--- src/rtl/wash_timer.sv ---
// wash_timer: washing-machine program sequencer counting WASH/RINSE/SPIN/ALARM phases in seconds
module wash_timer #(
  parameter int WASH_T  = 30,
  parameter int RINSE_T = 20,
  parameter int SPIN_T  = 10,
  parameter int ALARM_T = 5
) (
  input  logic       clk,
  input  logic       rst_n,
  input  logic       sec_tick,
  input  logic       start,
  input  logic       pause,
  input  logic       cancel,
  input  logic [1:0] mode,
  output logic [2:0] state,
  output logic [7:0] phase_rem,
  output logic [9:0] total_rem,
  output logic       motor_on,
  output logic       water_in,
  output logic       drain,
  output logic       buzzer_en,
  output logic       done
);
  typedef enum logic [2:0] {IDLE, WASH, RINSE, SPIN, ALARM} st_t;
  st_t        r_st, w_st, w_first, w_nxt;
  logic [7:0] r_ph, w_ph;
  logic [9:0] r_tot, w_tot, w_sum;
  logic       w_done, w_tick;
  logic       r_motor, r_water, r_drain, r_buzz, r_done;
  function automatic logic [7:0] plen(input st_t s);
    return s == WASH  ? 8'(WASH_T)  :
           s == RINSE ? 8'(RINSE_T) :
           s == SPIN  ? 8'(SPIN_T)  :
           s == ALARM ? 8'(ALARM_T) : 8'd0;
  endfunction
  assign w_first = mode == 2'b01 ? RINSE : mode == 2'b10 ? SPIN : WASH;
  assign w_sum   = mode == 2'b01 ? 10'(RINSE_T) + 10'(SPIN_T) :
                   mode == 2'b10 ? 10'(SPIN_T) :
                   10'(WASH_T) + 10'(RINSE_T) + 10'(SPIN_T);
  assign w_nxt   = r_st == WASH ? RINSE : r_st == RINSE ? SPIN : r_st == SPIN ? ALARM : IDLE;
  // pause freezes the wash program but never silences the buzzer countdown
  assign w_tick  = sec_tick && r_st != IDLE && (!pause || r_st == ALARM);
  always_comb begin
    w_st   = r_st;
    w_ph   = r_ph;
    w_tot  = r_tot;
    w_done = 1'b0;
    if (cancel) begin
      w_st  = IDLE;
      w_ph  = 8'd0;
      w_tot = 10'd0;
    end else if (r_st == IDLE) begin
      if (start) begin
        w_st  = w_first;
        w_ph  = plen(w_first);
        w_tot = w_sum;
      end
    end else if (w_tick) begin
      if (r_st != ALARM && r_tot != 10'd0) w_tot = r_tot - 10'd1;
      if (r_ph > 8'd1) w_ph = r_ph - 8'd1;
      else begin
        w_st   = w_nxt;
        w_ph   = plen(w_nxt);
        w_done = r_st == SPIN;
      end
    end
  end
  always_ff @(posedge clk or negedge rst_n) begin
    if (!rst_n) begin
      r_st    <= IDLE;
      r_ph    <= 8'd0;
      r_tot   <= 10'd0;
      r_motor <= 1'b0;
      r_water <= 1'b0;
      r_drain <= 1'b0;
      r_buzz  <= 1'b0;
      r_done  <= 1'b0;
    end else begin
      r_st    <= w_st;
      r_ph    <= w_ph;
      r_tot   <= w_tot;
      r_motor <= (w_st == WASH || w_st == RINSE || w_st == SPIN) && !pause;
      r_water <= (w_st == WASH || w_st == RINSE) && !pause;
      r_drain <= w_st == SPIN;
      r_buzz  <= w_st == ALARM;
      r_done  <= w_done;
    end
  end
  assign state     = r_st;
  assign phase_rem = r_ph;
  assign total_rem = r_tot;
  assign motor_on  = r_motor;
  assign water_in  = r_water;
  assign drain     = r_drain;
  assign buzzer_en = r_buzz;
  assign done      = r_done;
endmodule

--- config.mk ---
export PLATFORM = sky130hd
export DESIGN_NAME = wash_timer
export DESIGN_NICKNAME = d
export VERILOG_FILES = /design/src/rtl/wash_timer.sv
export SDC_FILE = /design/constraint.sdc
export NUM_CORES = 1
export LEC_CHECK = 0
export CORE_ASPECT_RATIO = 0.6
export CORE_MARGIN = 5
export CORE_UTILIZATION = 50
export CTS_CLUSTER_DIAMETER = 30
export DETAILED_ROUTE_END_ITERATION = 10
export PLACE_DENSITY = 0.79
export SLEW_MARGIN = 20
export SYNTH_ARGS = -nofsm -noshare
export SYNTH_HDL_FRONTEND = slang
export SYNTH_SLANG_ARGS = --single-unit
--- constraint.sdc ---
create_clock -name clk -period 3 [get_ports clk]
set_input_delay 0.3 -clock clk [delete_from_list [all_inputs] [get_ports clk]]
set_output_delay 0.3 -clock clk [all_outputs]
set_load 0.02 [all_outputs]
# Word-level counts from Yosys, hierarchy flattened
# Cells that the tools add are included.
# W data, S select, Z words.
[op_classes]
n_div = 0
n_eq_ne = 20
bitwise_logic = 0
mul = 0
mux = 34
shift = 0
n_addsub = 2
n_reduce_logical = 16
order_cmp = 1
[op_table]
columns = ["operator", "n"]
rows = [
  ["$mux W10", 5],
  ["$mux W8", 5],
  ["$mux W3", 10],
  ["$mux W5", 4],
  ["$eq A3 B2 Y1 const B", 6],
  ["$mux W6", 2],
  ["$reduce_bool A10 Y1", 1],
  ["$sub A10 B1 Y10 const B", 1],
  ["$eq A3 B1 Y1 const B", 3],
  ["$eq A3 B3 Y1 const B", 3],
  ["$reduce_bool A3 Y1", 3],
  ["$gt A8 B1 Y1 const B", 1],
  ["$mux W4", 2],
  ["$sub A8 B1 Y8 const B", 1],
  ["$eq A2 B2 Y1 const B", 3],
  ["$ne A3 B3 Y1 const B", 2],
  ["$logic_and A1 B1 Y1", 5],
  ["$eq A2 B1 Y1 const B", 2],
  ["$mux W1", 4],
  ["$mux W2", 2],
  ["$eq A2 B3 Y1 const B", 1],
  ["$logic_not A3 Y1", 1],
  ["$logic_or A1 B1 Y1", 3],
  ["$reduce_and A3 Y1", 1],
  ["2 further kinds", 2],
]
[word_totals]
mem_bits_rw = 0
in_bits = 8
latch_bits = 0
wordCells = 81
mem_count = 0
output_inout_bits = 26
reg_bits = 26
mem_bits_ro = 0

# Logic depth before layout (Yosys ltp)
# Gate-level depths: netlist (run 1).
[logic_depth]
word_depth = 13
ltp_mapped = 9
depth_no_buf = 8

# Worst setup path after synthesis (run 1)
# OpenSTA, ideal clock, no wires.
[synth_timing]
path_kind = "register to register"
start = "reg r_ph[4], in the netlist phase_rem[4]"
end = "reg r_buzz, in the netlist buzzer_en"
path_buffers = 1
synth_period_minus_slack_ns = 2.481
setup_slack_ns = 0.519
arrival_time_ns = 2.362
setup_time_ns = 0.119
stages_incl_launch_ff = 8
t_required_ns = 2.881
cell_sequence = "dfrtp_1 > or4_4 > or3_1 > buf_6 > or3_4 > o311a_4 > nor2b_1 > and2_1"
[synth_between]
elab_chain_cells = 6
[synth_rtl]
columns = ["element", "line", "rtl"]
rows = [
  ["start, declared", "26", "logic [7:0] r_ph, w_ph;"],
  ["start signal, assigned", "80", "r_ph <= w_ph;"],
  ["$gt A8 B1 Y1", "60", "if (r_ph > 8'd1) w_ph = r_ph - 8'd1;"],
  ["$mux W3", "60", ""],
  ["$mux W3", "58", "end else if (w_tick) begin"],
  ["$mux W3", "52", "end else if (r_st == IDLE) begin"],
  ["$mux W3", "48", "if (cancel) begin"],
  ["$eq A3 B3 Y1", "85", "r_buzz <= w_st == ALARM;"],
  ["end signal, assigned", "76", "r_buzz <= 1'b0;"],
  ["end signal, assigned", "85", ""],
  ["end, declared", "29", "logic r_motor, r_water, r_drain, r_buzz, r_done;"],
]
# No other way between the ends.
# A chain may end at the register's enable or synchronous reset.

# Worst setup path after layout (run 1)
# Same ends and word-level chain as after synthesis.

==> results of run 1 <==
[worst max-delay path, cell delays in order, from the launching register on]
cell     delay [ps]
dfrtp_1         440
or4_4           580
or3_1           500
or3_4           440
o311a_4         150
nor2b_1         150
and2_1          170
[cells by family after synthesis]
logic type / after synthesis / share of synthesized area [%]
flip-flops: 26 / 40.8
XOR/XNOR: 7 / 3.84
adder cells (fa/ha/maj): 5 / 3.92
AO/OA/AOI/OAI: 50 / 21.6
buffers and inverters: 19 / 4.94
multiplexers: 1 / 0.627
AND/OR/NAND/NOR: 76 / 24.3
[final timing paths]
path | to | slack [ps] | cells after the start
worst max-delay path | buzzer_en$_DFF_PN0_ | 470 | 6
worst min-delay path | total_rem[0]$_DFFE_PN0P_ | 380 | 2
worst max register to register | buzzer_en$_DFF_PN0_ | 470 | 6
worst min register to register | phase_rem[1]$_DFFE_PN0P_ | 540 | 2
max in group asynchronous | total_rem[9]$_DFFE_PN0P_ | 2370 | 2
min in group clk | phase_rem[1]$_DFFE_PN0P_ | 540 | 2
[metrics by stage]
stage	setup WS [ps]	cell area [sq um]	util, %	cells
floorplan	519	1600	-	184
global placement	544	1960	66.0	253
detailed placement	502	1960	66.0	253
CTS	493	2030	68.4	257
global route	396	2030	68.4	257
finish	472	2030	68.4	257
[registers in the layout (all words and copies together), names as in the netlist]
register,cells
buzzer_en,1
done,1
drain,1
motor_on,1
phase_rem,8
state,3
total_rem,10
water_in,1
[layout make-up]
type | instances | area share [%]
repair buffers | 35 | 17.0
well taps | 42 | 2.59
multi-input cells | 139 | 42.8
flip-flops and latches | 26 | 32.1
inverters | 11 | 2.04
clock buffers | 3 | 2.04
clock inverters | 1 | 1.48
[routing by layer]
layer  GRT usage (%)  up-vias  part of all wire (%)
met5               0        -                     0
met4            2.72        0                  0.32
met3            5.50        2                   8.0
met2            30.5       83                    44
met1            26.2      692                    48
li1                -      707                     -
[power by group through the flow]
stage               Clock (mW)  Sequential, mW  Combinational, mW
floorplan                    0           0.681              0.773
global placement             0           0.590               1.21
detailed placement           0           0.600               1.24
CTS                      0.297           0.594               1.25
global route             0.312           0.617               1.38
finish                   0.289           0.598               1.27
[placed cells by master, fill, tap and decap left out, types with 4 or more instances in the layout]
| cell type | Yosys | final |
|---|---|---|
| clkdlybuf4s50_1 | 0 | 33 |
| o21a_1 | 4 | 4 |
| dfrtp_1 | 26 | 26 |
| nand2_1 | 14 | 14 |
| nor2b_1 | 5 | 5 |
| inv_1 | 11 | 11 |
| nor3_1 | 11 | 11 |
| o21ai_0 | 20 | 20 |
| xnor2_1 | 4 | 4 |
| a21oi_1 | 10 | 10 |
| ha_1 | 5 | 5 |
| nor2_1 | 23 | 23 |
| or3_1 | 4 | 4 |
==> impl_metrics.py, run 1 <==
metrics = {
    "outcome": {
        "status": "finished clean",
    },
    "yosys": {
        "ys_seq_area_share_pct": 40.8,
        "synth.distinct_cells": 42,
        "synth.top_cells.by_area": "dfrtp_1, o21ai_0, nor2_1",
        "netlist_top_cells_count": "dfrtp_1, nor2_1, o21ai_0, nand2_1",
        "yosys.cell_count.top_type": "dfrtp_1",
        "synth_ff_type": "dfrtp_1",
        "async_flop_share_pct": 100,
        "syn_area_sq_um": 1600,
        "yosys.area.top_type_share_pct": 40.8,
        "yosys_register_bits": 26,
        "avgSynthCellArea_sq_um": 8.68,
        "ys_warn_count": 0,
        "syn_inst": 184,
        "synth_top_area_cell": "dfrtp_1",
        "synth_nets": 197,
        "synth-edff-count": 0,
    },
    "worst_setup_path": {
        "crit-reg2reg-launch": "phase_rem[4]$_DFFE_PN0P_",
        "path_class": "reg2reg",
        "cp-start-kind": "flip-flop",
        "crit_path_start": "phase_rem[4]$_DFFE_PN0P_",
        "arrival_ps": 2700,
        "cp.required_ps": 3170,
        "worstSetupEndpointType": "flip-flop",
        "critPathMaxFanout": 8,
    },
    "clocking": {
        "numCtsBuffers": 3,
        "cts_resized": 0,
        "cts-htree-levels": 1,
        "cts_num_sinks": 26,
        "worstSkewPairLatency_ps": 270,
        "path_clk_slew_ps": 90,
        "clockRootBuffer": "clkbuf_8",
        "clockBufferDepth": 2,
        "cts_hold_buffers": 0,
        "cts_tree": "built",
        "cts_setup_buffers": 0,
    },
    "global_routing": {
        "grt_pass1_wl_um": 6600,
        "antenna_found_initial": 0,
        "first_global_vias": 1350,
        "grt-ovfl-total": 0,
        "track_usage_pct": 18.9,
        "grt_max_degree": 27,
    },
    "die": {
        "core_area_sq_um": 2970,
        "start_util_pct": 53.8,
        "die_y_um": 53.8,
        "pin_count": 34,
        "die_w_um": 83.0,
        "rows": 15,
        "dieArea_sq_um": 4460,
    },
    "flow_run": {
        "maxCapViolCount": 0,
    },
    "placed_design": {
        "place_congestion": 0.883,
        "dpl.hpwl_um": 3170,
        "portBuffers": 33,
    },
    "cells_and_area": {
        "multi_input_area_sq_um": 867,
        "nFillCells": 249,
        "layout-drive-gt1-share_pct": 6.51,
        "insertedDiodeCount": 0,
        "seq_area_sq_um": 651,
        "area_growth_pct": 27.0,
        "fin_nets": 229,
    },
    "timing": {
        "final-setup-viol-count": 0,
        "final_max_slew_viol_count": 0,
        "min_period_over_period_pct": 84.3,
        "rsz0062_at_grt": "no",
        "tightest_slew_ps": 808,
        "fin_skew_ps": 4.79,
        "hold_viol": 0,
        "fmax_ghz": 0.396,
        "min_period_ps": 2530,
        "slew_headroom_pct": 45.7,
        "setup_tns_ps": 0,
        "fin_hold_ws_ps": 381,
    },
    "pwr": {
        "powerDensity_nw_per_um2": 1070,
        "internal_power_mw": 1.16,
        "power.leakage_nw": 0.843,
        "p_seq_share_pct": 27.7,
        "switching_share_pct": 46.5,
        "total_power_mw": 2.16,
        "p_switching_mw": 1.01,
        "clkPwrFrac_pct": 13.4,
        "vdd_drop_max_mv": 0.624,
        "pwr-share-comb_pct": 58.9,
    },
    "routing": {
        "vias": 1484,
        "drt_iter0_drc": 181,
        "final_antenna_net_count": 0,
        "wl_um": 4100,
        "post_drt_wl_per_cell_um": 16.0,
        "drc": 0,
        "firstDrtPassIters": 6,
        "viasPerCell": 5.77,
    },
    "hold_path": {
        "hp-class": "in2async",
    },
}
Power figures use the tool's default switching activity.
==> run 2: changes to the inputs <==
Clock period 3 ns to 2.6 ns, I/O delays scaled along.
==> impl_metrics.py, run 2 (same netlist as run 1, synthesis figures left out) <==
metrics = {
    "routing": {
        "drt_iter0_drc": 128,
        "firstDrtPassIters": 4,
        "post_drt_wl_per_cell_um": 16.3,
        "highest_layer": "met4",
        "dr_wl_met3_um": 353,
        "route.met2.wl_um": 1950,
        "viasPerCell": 5.84,
        "final_antenna_net_count": 0,
        "wl_met1_um": 1960,
        "drc": 0,
        "wl_um": 4290,
        "vias": 1537,
    },
    "outcome": {
        "status": "finished clean",
    },
    "global_routing": {
        "grt_pass1_wl_um": 6870,
        "track_usage_pct": 19.8,
        "antenna_found_initial": 0,
        "grt-ovfl-total": 0,
        "grt_max_degree": 27,
        "first_global_vias": 1463,
    },
    "worst_setup_path": {
        "critPathMaxFanout": 6,
        "rr_worst_depth": 6,
        "cp.required_ps": 2770,
        "arrival_ps": 2600,
        "path_class": "reg2reg",
        "cp-start-kind": "flip-flop",
        "worstSetupEndpointType": "flip-flop",
    },
    "timing": {
        "min_period_ps": 2440,
        "setup_tns_ps": 0,
        "hold_viol": 0,
        "final_max_slew_viol_count": 0,
        "min_period_over_period_pct": 93.8,
        "slew_headroom_pct": 54.2,
        "fmax_ghz": 0.410,
        "rsz0062_at_grt": "no",
        "fin_hold_ws_ps": 359,
        "tightest_slew_ps": 682,
        "fin_skew_ps": 3.15,
        "final-setup-viol-count": 0,
    },
    "placed_design": {
        "portBuffers": 33,
        "place_congestion": 0.857,
        "dpl.hpwl_um": 3290,
    },
    "cells_and_area": {
        "largest_reg_flops": 10,
        "multi_input_area_sq_um": 867,
        "area_growth_pct": 29.9,
        "fin_nets": 235,
        "layout-drive-gt1-share_pct": 9.05,
        "nFillCells": 241,
        "insertedDiodeCount": 0,
        "seq_area_sq_um": 651,
        "layout_common_cells": "clkdlybuf4s50_1, dfrtp_1, nor2_1",
        "final_common_cell": "clkdlybuf4s50_1",
    },
    "clocking": {
        "cts_setup_buffers": 0,
        "cts_hold_buffers": 0,
        "worstSkewPairLatency_ps": 270,
        "cts_resized": 0,
        "cts_num_sinks": 26,
        "path_clk_slew_ps": 90,
        "numCtsBuffers": 3,
        "clockRootBuffer": "clkbuf_8",
        "cts-htree-levels": 1,
        "clockBufferDepth": 2,
        "cts_tree": "built",
    },
    "die": {
        "start_util_pct": 53.8,
        "die_y_um": 53.8,
        "pin_count": 34,
        "rows": 15,
        "core_area_sq_um": 2970,
        "die_w_um": 83.0,
        "dieArea_sq_um": 4460,
    },
    "pwr": {
        "total_power_mw": 2.57,
        "vdd_drop_max_mv": 0.717,
        "powerDensity_nw_per_um2": 1240,
        "power.leakage_nw": 0.873,
    },
    "flow_run": {
        "maxCapViolCount": 0,
    },
    "hold_path": {
        "hp-class": "in2async",
    },
}
## run 2: cell types whose count changed in the layout (fill, tap and decap cells not counted), sizes merged
cell  previous run  this run
buf              2         8
## run 2: metrics by stage
stage	utilization (%)	std cells	setup slack, ps	instance area [sq um]
after floorplan	-	184	119	1600
after global placement	67.5	259	240	2000
after detailed placement	67.5	259	190	2000
after CTS	69.9	263	168	2070
after global routing	69.9	263	67.7	2070
final	69.9	263	160	2070
## run 2: path summary, 6_finish.rpt
kind | to | from | slack [ps]
min in group clk | phase_rem[7]$_DFFE_PN0P_ | phase_rem[7]$_DFFE_PN0P_ | 550
setup / recovery | buzzer_en$_DFF_PN0_ | phase_rem[4]$_DFFE_PN0P_ | 160
hold / removal | phase_rem[7]$_DFFE_PN0P_ | rst_n | 360
setup reg to reg | buzzer_en$_DFF_PN0_ | phase_rem[4]$_DFFE_PN0P_ | 160
hold reg to reg | phase_rem[7]$_DFFE_PN0P_ | phase_rem[7]$_DFFE_PN0P_ | 550
max in group asynchronous | phase_rem[1]$_DFFE_PN0P_ | rst_n | 1990
## run 2: layout make-up
| type | instances | area share, % |
|---|---|---|
| Clock buffer | 3 | 1.99 |
| Multi-Input combinational cell | 139 | 41.8 |
| Tap cell | 42 | 2.53 |
| Sequential cell | 26 | 31.4 |
| Clock inverter | 1 | 1.45 |
| Timing Repair Buffer | 41 | 18.8 |
| Inverter | 11 | 1.99 |
## run 2: power by group
| part | total [mW] | switching (mW) | internal, mW | leakage (nW) |
|---|---|---|---|---|
| sequential | 0.656 | 0.133 | 0.523 | 0.348 |
| combinational | 1.59 | 0.917 | 0.670 | 0.489 |
| clock | 0.328 | 0.122 | 0.206 | 0.0357 |
| total | 2.57 | 1.17 | 1.40 | 0.873 |
## run 2: layer usage
metal | up-vias | global-route usage [%]
met1 | 731 | 26.7
met3 | 6 | 4.13
met2 | 72 | 33.1
met4 | 0 | 5.16
li1 | 728 | -
met5 | - | 0
## run 2: worst max-delay path, cell delays in order, from the launching register on
cell     delay (ps)
dfrtp_1         450
or4_4           590
or3_1           420
or3_4           410
o311a_4         150
nor2b_1         140
and2_1          170
==> run 3: changes to the inputs <==
Settings changed: CORE_MARGIN 5 to 2.
==> impl_metrics.py, run 3 (same netlist as run 1, synthesis figures left out) <==
metrics = {
    "routing": {
        "drt_iter0_drc": 85,
        "vias": 1540,
        "post_drt_wl_per_cell_um": 16.7,
        "wl_um": 4450,
        "firstDrtPassIters": 4,
        "drc": 0,
        "viasPerCell": 5.79,
        "final_antenna_net_count": 0,
    },
    "timing": {
        "fin_skew_ps": 5.28,
        "final_max_slew_viol_count": 0,
        "final-setup-viol-count": 0,
        "min_period_ps": 2450,
        "hold_viol": 0,
        "setup_tns_ps": 0,
        "rsz0062_at_grt": "no",
        "slew_headroom_pct": 56.5,
        "fmax_ghz": 0.408,
        "tightest_slew_ps": 651,
        "min_period_over_period_pct": 94.2,
    },
    "hold_path": {
        "hp-class": "in2async",
    },
    "clocking": {
        "cts_num_sinks": 26,
        "cts-htree-levels": 1,
        "cts_hold_buffers": 0,
        "worstSkewPairLatency_ps": 270,
        "path_clk_slew_ps": 90,
        "cts_setup_buffers": 0,
        "clockRootBuffer": "clkbuf_8",
        "cts_resized": 0,
        "clockBufferDepth": 2,
        "cts_tree": "built",
        "numCtsBuffers": 3,
    },
    "pwr": {
        "power.leakage_nw": 0.888,
        "powerDensity_nw_per_um2": 1260,
        "pwr-share-comb_pct": 62.9,
        "switching_share_pct": 45.8,
        "internal_power_mw": 1.43,
        "clkPwrFrac_pct": 12.8,
        "total_power_mw": 2.64,
        "p_switching_mw": 1.21,
        "p_seq_share_pct": 24.4,
        "vdd_drop_max_mv": 0.733,
    },
    "global_routing": {
        "use_met3_pct": 6.04,
        "antenna_found_initial": 0,
        "grt_pass1_wl_um": 6910,
        "track_usage_pct": 25.2,
        "grt-ovfl-total": 0,
        "met2_usage_pct": 43.3,
        "top_usage_layer": "met2",
        "first_global_vias": 1486,
        "met1_usage_pct": 32.3,
        "grt_max_degree": 27,
    },
    "cells_and_area": {
        "nFillCells": 227,
        "fin_nets": 238,
        "final_util_pct": 71.1,
        "insertedDiodeCount": 0,
        "layout-drive-gt1-share_pct": 10.3,
        "area_growth_pct": 31.3,
        "seq_area_sq_um": 651,
        "layout_common_cells": "clkdlybuf4s50_1, dfrtp_1, nor2_1",
        "multi_input_area_sq_um": 867,
        "stdcell_area_sq_um": 2100,
        "final_common_cell": "clkdlybuf4s50_1",
        "largest_reg_flops": 10,
    },
    "worst_setup_path": {
        "cp-start-kind": "flip-flop",
        "path_class": "reg2reg",
        "critPathMaxFanout": 6,
        "cp.required_ps": 2780,
        "arrival_ps": 2630,
        "worstSetupEndpointType": "flip-flop",
        "rr_worst_depth": 6,
    },
    "placed_design": {
        "dpl.hpwl_um": 3340,
        "placed_area_sq_um": 2020,
        "place_congestion": 0.845,
        "portBuffers": 33,
    },
    "flow_run": {
        "maxCapViolCount": 0,
    },
    "die": {
        "core_area_sq_um": 2950,
        "pin_count": 34,
        "rows": 15,
        "dieArea_sq_um": 3680,
        "start_util_pct": 54.2,
        "die_w_um": 77.0,
        "die_y_um": 47.8,
    },
    "outcome": {
        "status": "finished clean",
    },
}
-- run 3: cell count changes in the layout (fill, tap and decap cells not counted), sizes merged --
cell	change
buf	+3
-- run 3: cell type report --
cell class                      instances  share of cell area, %
Sequential cell                        26                   31.0
Inverter                               11                   1.97
Multi-Input combinational cell        139                   41.4
Tap cell                               42                   2.51
Clock inverter                          1                   1.43
Timing Repair Buffer                   44                   19.7
Clock buffer                            3                   1.97
-- run 3: routing by layer --
| metal | routed length, um | share of wire [%] |
|---|---|---|
| met1 | 2030 | 46 |
| met2 | 2070 | 47 |
| met3 | 281 | 6.3 |
| met4 | 65 | 1.5 |
| met5 | 0 | 0 |
-- run 3: final timing paths --
path	startpoint	end	slack, ps
setup / recovery	phase_rem[3]$_DFFE_PN0P_	water_in$_DFF_PN0_	150
hold / removal	rst_n	phase_rem[6]$_DFFE_PN0P_	340
setup reg to reg	phase_rem[3]$_DFFE_PN0P_	water_in$_DFF_PN0_	150
hold reg to reg	phase_rem[1]$_DFFE_PN0P_	phase_rem[1]$_DFFE_PN0P_	550
max in group asynchronous	rst_n	total_rem[5]$_DFFE_PN0P_	2010
min in group clk	phase_rem[1]$_DFFE_PN0P_	phase_rem[1]$_DFFE_PN0P_	550
-- run 3: critical path: stages, from the launching register on --
cell     delay [ps]
dfrtp_1         450
or4_4           570
or3_1           430
or3_4           420
o311a_4         150
xor2_1          140
nor3_1          190
-- run 3: through the flow --
stage,setup slack [ps],hold WS (ps),instances
detailed placement,197,531,262
finish,150,341,266
global route,48.6,388,266
floorplan,119,-35.6,184
CTS,169,350,266
global placement,273,517,262
-- run 3: power by group through the flow --
stage          sequential (mW)  clock, mW  combinational (mW)
2_1_floorplan            0.786          0               0.891
3_3_place_gp             0.629          0                1.56
3_5_place_dp             0.643          0                1.61
4_1_cts                  0.640      0.341                1.63
5_1_grt                  0.657      0.355                1.79
6_report                 0.643      0.337                1.66
==> RTL change: new RTL, settings of run 2 <==
Add an input register stage for `start`, cleared by the reset; this delays it by one clock. The other inputs are not delayed to match.
--- a/src/rtl/wash_timer.sv
+++ b/src/rtl/wash_timer.sv
@@ -22,6 +22,17 @@
   output logic       done
 );
   typedef enum logic [2:0] {IDLE, WASH, RINSE, SPIN, ALARM} st_t;
+
+  logic start_q;
+
+  always_ff @(posedge clk or negedge rst_n) begin
+    if (!rst_n) begin
+      start_q <= '0;
+    end else begin
+      start_q <= start;
+    end
+  end
+
   st_t        r_st, w_st, w_first, w_nxt;
   logic [7:0] r_ph, w_ph;
   logic [9:0] r_tot, w_tot, w_sum;
@@ -50,7 +61,7 @@
       w_ph  = 8'd0;
       w_tot = 10'd0;
     end else if (r_st == IDLE) begin
-      if (start) begin
+      if (start_q) begin
         w_st  = w_first;
         w_ph  = plen(w_first);
         w_tot = w_sum;
Function: changed (a bounded check fails within 4 cycles, from zero or initial values and one cycle with rst_n low).
==> RTL change against run 2 <==
Area after synthesis is 0.24% higher; routed wire length is 13% lower; power down 9.0%; sequential share of layout area grew 2.0 points; final area decreased by 2.3%; fmax up 2.7%; critical path depth increased by 2; worst setup slack better by 63 ps; first-iteration DRC count up 4.7%; sequential cell count increased by 1.
==> RTL change: results (changes against run 2) <==
** Critical path
- Critical Path Source :: total_rem[0] (was phase_rem[4])
- Worst Reg2Reg Path Length in Cells :: 8 (was 6)
- The data arrival time of the critical path is 2540 ps (was 2600 ps).
- The slowest stage cell on the critical path was sky130_fd_sc_hd__or4b_1 (was sky130_fd_sc_hd__or4_4).
- The largest fanout on the critical path came to 13 (was 6).
- Register-to-register path setup slack :: 220 ps (was 160 ps)
- The endpoint of the most critical setup path is total_rem[9] (was buzzer_en).

** Power
- Max IR drop VDD :: 0.583 mV (was 0.717 mV)
- Static leakage power :: 0.874 nW (was 0.873 nW)
- The power share of the sequential group is 30.6% (was 25.5%).

** Status
- Result of the run :: complete, no violations (unchanged)

** Logic synthesis
- The number of distinct standard cells referenced by the synthesized netlist was 51 (was 42).
- Syn nets :: 192 (was 197)
- The fraction of synthesized area in multiplexers came to 0% (was 0.627%).
- Synth top area cells :: sky130_fd_sc_hd__dfrtp_1 42%, sky130_fd_sc_hd__nor2_1 4.7%, sky130_fd_sc_hd__o21ai_0 4.7% (was sky130_fd_sc_hd__dfrtp_1 41%, sky130_fd_sc_hd__o21ai_0 6.3%, sky130_fd_sc_hd__nor2_1 5.4%)
- Part of the Yosys area used for sequential elements :: 42.2% (was 40.8%)
- The adder and majority gate portion of the synthesized area is 3.91% (was 3.92%).
- The xor and xnor fraction of the mapped netlist area came to 4.38% (was 3.84%).

** Route
- Average wire per cell in the routed design :: 14.6 um (was 16.3 um)
- The number of DRC markers after the initial detailed-route iteration came to 134 (was 128).
- Routed length on met3 :: 290 um (was 353 um)
- The number of vias per cell after detailed routing is 5.58 (was 5.84).

** Final layout
- The filler cell count in the final layout is 247 (was 241).
- Area growth from synthesis to layout :: 26.6% (was 29.9%)
- Final net count :: 228 (was 235)

** GRT
- Vias in the first global route :: 1361 (was 1463)
- The met3 demand-to-capacity share in global routing is 4.43% (was 4.13%).
- The overall fraction of global-route tracks in use came to 18.7% (was 19.8%).
- Fraction of met1 tracks used by global routing :: 25.5% (was 26.7%)
- Global-route wire length before repair :: 6.51 mm (was 6.87 mm)
- Pin count of the biggest net entering global routing :: 28 (was 27)

** STA
- Post-Route Hold Slack :: 339 ps (was 359 ps)
- Relative slew slack :: 60.5% (was 54.2%)

** Placed design
- Placer Congestion :: 0.933 (was 0.857)
- Post-Place Cell Area :: 1980 um2 (was 2000 um2)
- The sum of net half-perimeters after detailed placement came to 2.96 mm (was 3.29 mm).
## RTL change: cell types whose count changed after synthesis, moves of 3 or more
| cell | before | now |
|---|---|---|
| sky130_fd_sc_hd__clkbuf_1 | 7 | 3 |
| sky130_fd_sc_hd__nand3_1 | 1 | 5 |
| sky130_fd_sc_hd__nor2_1 | 23 | 20 |
| sky130_fd_sc_hd__nor2b_1 | 5 | 2 |
| sky130_fd_sc_hd__nor3_1 | 11 | 8 |
| sky130_fd_sc_hd__o21a_1 | 4 | 0 |
| sky130_fd_sc_hd__o21ai_0 | 20 | 15 |
## RTL change: final cells by class
class | count | area share (%)
well taps | 42 | 2.59
repair buffers | 38 | 18.2
inverters | 13 | 2.41
multi-input cells | 132 | 41.3
clock buffers | 4 | 2.22
flip-flops and latches | 27 | 33.4
## RTL change: per-stage QoR
step	total power (W)	setup WS, ps	cells
CTS	0.00234	231	256
global placement	0.00205	348	252
detailed placement	0.00210	258	252
global route	0.00252	35.6	256
finish	0.00234	224	256
floorplan	0.00162	379	179
